File: config.mk
export PLATFORM = sky130hd
export DESIGN_NAME = gate_truth_table_sequencer_flat
export DESIGN_NICKNAME = d
export VERILOG_FILES = /design/src/rtl/gate_truth_table_sequencer_pkg.sv /design/src/rtl/gate_truth_table_sequencer_if.sv /design/src/rtl/gate_truth_table_sequencer_ref_model.sv /design/src/rtl/gate_truth_table_sequencer.sv /design/src/flat_wrapper.sv
export SDC_FILE = /design/constraint.sdc
export NUM_CORES = 1
export LEC_CHECK = 0
export BUFFER_PORTS_ARGS = -buffer_cell sky130_fd_sc_hd__buf_2
export CAP_MARGIN = 20
export CORE_ASPECT_RATIO = 0.9
export CORE_MARGIN = 1
export CORE_UTILIZATION = 51
export DETAILED_ROUTE_END_ITERATION = 7
export GPL_TIMING_DRIVEN = 0
export PLACE_DENSITY = 0.75
export SKIP_LAST_GASP = 1
export SLEW_MARGIN = 10
export SYNTH_ARGS = -nofsm -noshare
export SYNTH_HDL_FRONTEND = slang
export SYNTH_SLANG_ARGS = --single-unit
File: constraint.sdc
create_clock -name clk -period 3.5 [get_ports clk]
set_clock_uncertainty 0.15 [all_clocks]
set_input_delay 0.175 -clock clk [delete_from_list [all_inputs] [get_ports clk]]
set_output_delay 0.175 -clock clk [all_outputs]
set_load 0.01 [all_outputs]
File: src/rtl/gate_truth_table_sequencer_pkg.sv
// Shared types and constants for the gate truth-table sequencer:
// FSM state encoding and the gate-function codes carried on op.
package gate_tb_pkg;

    typedef enum logic [1:0] {
        IDLE  = 2'b00,
        DRIVE = 2'b01,
        DONE  = 2'b10
    } state_t;

    localparam logic [1:0] OP_AND  = 2'b00;
    localparam logic [1:0] OP_OR   = 2'b01;
    localparam logic [1:0] OP_XOR  = 2'b10;
    localparam logic [1:0] OP_NAND = 2'b11;

endpackage

File: src/rtl/gate_truth_table_sequencer_if.sv
// Bundle between the sequencer and its environment: sweep control,
// stimulus to the gate under test, and sweep results.
interface gate_truth_table_sequencer_if;

    logic       start;
    logic [1:0] op;
    logic       in0;
    logic       in1;
    logic       o;
    logic       busy;
    logic       done;
    logic       pass;
    logic [2:0] err_count;
    logic [3:0] fail_vec;

    // The environment requests sweeps and closes the loop through the gate.
    modport master (
        output start, op, o,
        input  in0, in1, busy, done, pass, err_count, fail_vec
    );

    modport slave (
        input  start, op, o,
        output in0, in1, busy, done, pass, err_count, fail_vec
    );

endinterface

File: src/rtl/gate_truth_table_sequencer_ref_model.sv
// Combinational golden model: the value a correct gate of function op
// produces for inputs {in1,in0}.
module gate_ref_model
    import gate_tb_pkg::*;
(
    input  logic [1:0] op,
    input  logic       in0,
    input  logic       in1,
    output logic       exp
);

    always_comb begin
        exp = 1'b0;
        case (op)
            OP_AND:  exp = in0 & in1;
            OP_OR:   exp = in0 | in1;
            OP_XOR:  exp = in0 ^ in1;
            OP_NAND: exp = ~(in0 & in1);
            default: exp = 1'b0;
        endcase
    end

endmodule

File: src/rtl/gate_truth_table_sequencer.sv
// Drives all four 2-input vectors into a gate under test, holding each for
// HOLD_CYCLES cycles, and checks the gate output against the latched function.
module gate_truth_table_sequencer
    import gate_tb_pkg::*;
#(
    parameter int unsigned HOLD_CYCLES = 100
)
(
    input  logic                          clk,
    input  logic                          rst_n,
    gate_truth_table_sequencer_if.slave   bus
);

    localparam logic [15:0] HOLD_LAST = 16'(HOLD_CYCLES - 1);

    state_t      r_state;
    logic [1:0]  r_op;
    logic [1:0]  r_idx;
    logic [15:0] r_hold;
    logic        r_in0;
    logic        r_in1;
    logic        r_busy;
    logic        r_done;
    logic        r_pass;
    logic [2:0]  r_err_count;
    logic [3:0]  r_fail_vec;

    logic        w_exp;
    logic        w_sample;
    logic        w_mismatch;

    gate_ref_model u_ref (
        .op  (r_op),
        .in0 (r_in0),
        .in1 (r_in1),
        .exp (w_exp)
    );

    // The gate output is judged only on the last cycle of each hold window,
    // giving the gate the whole window to settle.
    assign w_sample   = (r_hold == HOLD_LAST);
    assign w_mismatch = (bus.o != w_exp);

    always_ff @(posedge clk or negedge rst_n) begin
        if (!rst_n) begin
            r_state     <= IDLE;
            r_op        <= 2'b00;
            r_idx       <= 2'b00;
            r_hold      <= 16'd0;
            r_in0       <= 1'b0;
            r_in1       <= 1'b0;
            r_busy      <= 1'b0;
            r_done      <= 1'b0;
            r_pass      <= 1'b0;
            r_err_count <= 3'd0;
            r_fail_vec  <= 4'b0000;
        end else begin
            case (r_state)
                IDLE: begin
                    r_done <= 1'b0;
                    if (bus.start) begin
                        r_op        <= bus.op;
                        r_err_count <= 3'd0;
                        r_fail_vec  <= 4'b0000;
                        r_pass      <= 1'b0;
                        r_idx       <= 2'b00;
                        r_hold      <= 16'd0;
                        r_in0       <= 1'b0;
                        r_in1       <= 1'b0;
                        r_busy      <= 1'b1;
                        r_state     <= DRIVE;
                    end
                end
                DRIVE: begin
                    r_hold <= r_hold + 16'd1;
                    if (w_sample) begin
                        if (w_mismatch) begin
                            r_fail_vec[r_idx] <= 1'b1;
                            r_err_count       <= r_err_count + 3'd1;
                        end
                        if (r_idx != 2'd3) begin
                            r_idx          <= r_idx + 2'd1;
                            r_hold         <= 16'd0;
                            {r_in1, r_in0} <= r_idx + 2'd1;
                        end else begin
                            // Final vector: pass must include this last comparison.
                            r_state <= DONE;
                            r_done  <= 1'b1;
                            r_in0   <= 1'b0;
                            r_in1   <= 1'b0;
                            r_pass  <= (r_err_count == 3'd0) && !w_mismatch;
                        end
                    end
                end
                DONE: begin
                    r_done  <= 1'b0;
                    r_busy  <= 1'b0;
                    r_state <= IDLE;
                end
                default: begin
                    r_state <= IDLE;
                end
            endcase
        end
    end

    assign bus.in0       = r_in0;
    assign bus.in1       = r_in1;
    assign bus.busy      = r_busy;
    assign bus.done      = r_done;
    assign bus.pass      = r_pass;
    assign bus.err_count = r_err_count;
    assign bus.fail_vec  = r_fail_vec;

endmodule
File: src/flat_wrapper.sv
// flat-port wrapper written by rule: the top's interface ports become plain ports
module gate_truth_table_sequencer_flat import gate_tb_pkg::*;
#(
    parameter int unsigned HOLD_CYCLES = 100
)
  (clk, rst_n, bus_start, bus_op, bus_o, bus_in0, bus_in1, bus_busy, bus_done, bus_pass, bus_err_count, bus_fail_vec);
  gate_truth_table_sequencer_if bus_i ();
  input  logic clk;
  input  logic rst_n;
  input wire logic [$bits(bus_i.start)-1:0] bus_start;
  input wire logic [$bits(bus_i.op)-1:0] bus_op;
  input wire logic [$bits(bus_i.o)-1:0] bus_o;
  output wire logic [$bits(bus_i.in0)-1:0] bus_in0;
  output wire logic [$bits(bus_i.in1)-1:0] bus_in1;
  output wire logic [$bits(bus_i.busy)-1:0] bus_busy;
  output wire logic [$bits(bus_i.done)-1:0] bus_done;
  output wire logic [$bits(bus_i.pass)-1:0] bus_pass;
  output wire logic [$bits(bus_i.err_count)-1:0] bus_err_count;
  output wire logic [$bits(bus_i.fail_vec)-1:0] bus_fail_vec;
  assign bus_i.start = bus_start;
  assign bus_i.op = bus_op;
  assign bus_i.o = bus_o;
  assign bus_in0 = bus_i.in0;
  assign bus_in1 = bus_i.in1;
  assign bus_busy = bus_i.busy;
  assign bus_done = bus_i.done;
  assign bus_pass = bus_i.pass;
  assign bus_err_count = bus_i.err_count;
  assign bus_fail_vec = bus_i.fail_vec;
  gate_truth_table_sequencer #(.HOLD_CYCLES(HOLD_CYCLES)) u_core (.clk(clk), .rst_n(rst_n), .bus(bus_i));
endmodule
==> flow_summary.yaml <==
outcome:
  outcome: "finished, final reports clean"
final_layout:
  post-route-util_pct: 61.0
  stdcell_count: 279
  fill_cells: 295
  fin_nets: 247
  diodes: 0
  layout-drive-gt1-share_pct: 18.0
  area_delta_synth_final_pct: 14.8
placement:
  pre_cts_slack_ns: 1.21
  io_buffers: 17
  dp_cells: 267
  gp_congestion: 0.823
  hpwlAfterDp_um: 2960
synthesis:
  synth_edf_count: 0
  synth.cell_area_mm2: 0.00197
  synthFlopType: "dfrtp_1"
  synth.distinct_cells: 46
  synth.net_count: 219
  synth_mux_area_share_pct: 1.08
  synth_warnings: 0
  synth-simple-area-share_pct: 24.5
  synthArstFlopShare_pct: 100
  synth-seq-cells: 34
  synth_compound_area_share_pct: 21.4
  synthCells: 204
  synth.most_common_cell: "dfrtp_1"
  synth_commonest_cells: "dfrtp_1, nand2_1, nor2_1"
  ys_seq_area_share_pct: 43.2
  synthAdderAreaFrac_pct: 5.72
  yosys.area_share.xor_xnor_pct: 0
  synth_area_leader_cell: "dfrtp_1"
  avgSynthCellArea_um2: 9.65
  synthTopCellsByArea: "dfrtp_1, ha_1, nand2_1"
  synth_top_family_by_area: "simple AND/OR/NAND/NOR gates"
  synth_top_area_share_pct: 43.2
timing:
  hold_violations: 0
  setup_tns_ns: 0
  clock.fmax_mhz: 433
  worst_pin_slew_ns: 0.754
  finalCritPeriodShare_pct: 66.0
  relSlewSlack_pct: 49.7
  finalSetupViolCount: 0
  maxSlewViolCount: 0
  min_period_ns: 2.31
  worst_slack_ns: 1.19
  rsz0062_at_grt: "no"
  holdWs_ns: 0.0595
pwr:
  power.density_mw_per_mm2: 546
  power.share.switching_pct: 35.0
  comb_power_share_pct: 23.9
  vdd_drop_max_mv: 0.288
  p_sw_uw: 432
  cellLeakagePower_nw: 1.04
  power.share.clock_pct: 29.9
  pwr-share-seq_pct: 46.2
  p_int_uw: 802
setup_path:
  crit_arrival_ns: 2.32
  crit_chain: "ha_1 -> nor4b_4 -> and4_2 -> a21oi_4 -> buf_6 -> a41oi_1 -> a31oi_1"
  reg2reg_slack_ns: 1.19
  cp.required_ns: 3.51
  start_kind: "flop"
  slowest_delay_ns: 0.44
  crit_path_end_kind: "flop"
  critPathKind: "flop to flop"
  critical_path.slowest_cell: "dfrtp_1"
  critPathMaxFanout: 10
routing:
  wl_per_cell_um: 15.5
  wl_um: 4340
  drc: 0
  drtAntennaViolNets: 0
  vias: 1667
  firstDrtPassIters: 4
  vias_per_cell: 5.97
  first_iter_violations: 136
global_routing:
  grt_remaining_overflow: 0
  antenna_found_initial: 0
  grt_usage_pct: 23.4
  grt_max_degree: 35
  grt_pass1_vias: 1483
  grt_pass1_wl_um: 7020
floorplan:
  die_x_um: 67.5
  dieArea_mm2: 0.00411
  io_pins: 18
  die_h_um: 60.9
  rows: 21
  core_mm2: 0.00370
  initial_core_util_pct: 53.1
clocking:
  cts_setup_buffers: 0
  clk_path_buf_depth: 2
  h-tree-depth: 2
  cts-root-buf: "clkbuf_8"
  clock_sinks: 34
  insertion_delay_ns: 0.30
  cts_tree: "done"
  cts_buffers: 5
  cts_resized: 0
  holdBufCountCts: 3
  clk_pin_slew_ns: 0.08
min_path:
  hold_path_class: "primary input to flop"
flow_run:
  drv_cap: 0
==> path summary, 6_finish.rpt <==
check,start,end,depth (start not counted)
max in group asynchronous,rst_n,u_core.bus.in0,2
worst min-delay path,bus_start,u_core.bus.busy,3
worst max-delay path,u_core.r_hold[0],u_core.r_hold[3],7
worst max register to register,u_core.r_hold[0],u_core.r_hold[3],7
worst min register to register,u_core.bus.done,u_core.bus.done,1
min in group asynchronous,rst_n,u_core.r_state[1],2
==> cells in the final DEF, fill, tap and decap left out, types with 4 or more instances in the layout <==
| cell | Yosys | layout |
|---|---|---|
| a21o_1 | 4 | 4 |
| a21oi_1 | 11 | 11 |
| a31oi_1 | 11 | 11 |
| a41oi_1 | 8 | 8 |
| buf_2 | 1 | 19 |
| clkbuf_8 | 0 | 5 |
| dfrtp_1 | 34 | 34 |
| ha_1 | 9 | 9 |
| inv_1 | 10 | 10 |
| nand2_1 | 19 | 19 |
| nand3_1 | 10 | 10 |
| nand4_1 | 5 | 5 |
| nor2_1 | 15 | 15 |
| nor3_1 | 6 | 6 |
| o21ai_0 | 14 | 14 |
| or3_1 | 4 | 4 |
==> final cells by class <==
cell class | count | area [µm²] | share of cell area, %
clock buffers | 5 | 68.8 | 3.05
plain buffers | 6 | 42.5 | 1.88
flip-flops and latches | 34 | 851 | 37.7
inverters | 10 | 37.5 | 1.66
multi-input cells | 154 | 1040 | 45.9
well taps | 46 | 57.6 | 2.55
clock inverters | 3 | 45.0 | 1.99
repair buffers | 21 | 120 | 5.32
==> logic make-up (layout without fill, tap and decap cells) <==
kind of cell,after synthesis,count (layout)
buffers and inverters,16,45
flip-flops,34,34
multiplexers,2,2
adder cells (fa/ha/maj),9,9
AO/OA/AOI/OAI,62,62
AND/OR/NAND/NOR,81,81
==> power by group through the flow <==
stage | Clock, mW | Combinational (mW) | Sequential (mW)
6_report | 0.369 | 0.295 | 0.570
5_1_grt | 0.392 | 0.331 | 0.579
4_1_cts | 0.373 | 0.289 | 0.565
3_5_place_dp | 0 | 0.285 | 0.571
3_3_place_gp | 0 | 0.278 | 0.568
2_1_floorplan | 0 | 0.223 | 0.551
==> registers in the layout, summed over array words and instances, names as in the netlist <==
name	flops
u_core.bus.fail_vec	4
u_core.bus.err_count	3
u_core.r_op	2
u_core.bus.busy	1
u_core.bus.in1	1
u_core.r_idx	2
u_core.bus.done	1
u_core.bus.in0	1
u_core.r_hold	16
u_core.r_state	2
u_core.bus.pass	1
==> critical path: cells and delay by family, from the launching register on <==
family | cells | cell delay [ns]
AO/OA/AOI/OAI | 3 | 0.38
AND/OR/NAND/NOR | 2 | 0.70
adder cells (fa/ha/maj) | 1 | 0.36
buffers and inverters | 1 | 0.15
flip-flops | 1 | 0.44
==> per-stage QoR <==
| step | area, µm² | power [mW] |
|---|---|---|
| 2_1_floorplan | 1970 | 0.774 |
| 3_3_place_gp | 2110 | 0.846 |
| 3_5_place_dp | 2110 | 0.856 |
| 4_1_cts | 2250 | 1.23 |
| 5_1_grt | 2260 | 1.30 |
| 6_report | 2260 | 1.23 |
==> per-layer routing <==
| metal | vias to the layer above | global-route usage, % | part of all wire [%] |
|---|---|---|---|
| met5 | - | 0 | 0 |
| met4 | 0 | 10.3 | 1.9 |
| met3 | 10 | 5.45 | 5.2 |
| met2 | 55 | 35.1 | 44 |
| met1 | 786 | 32.1 | 49 |
| li1 | 816 | - | - |
(Power assumes the default switching activity.)
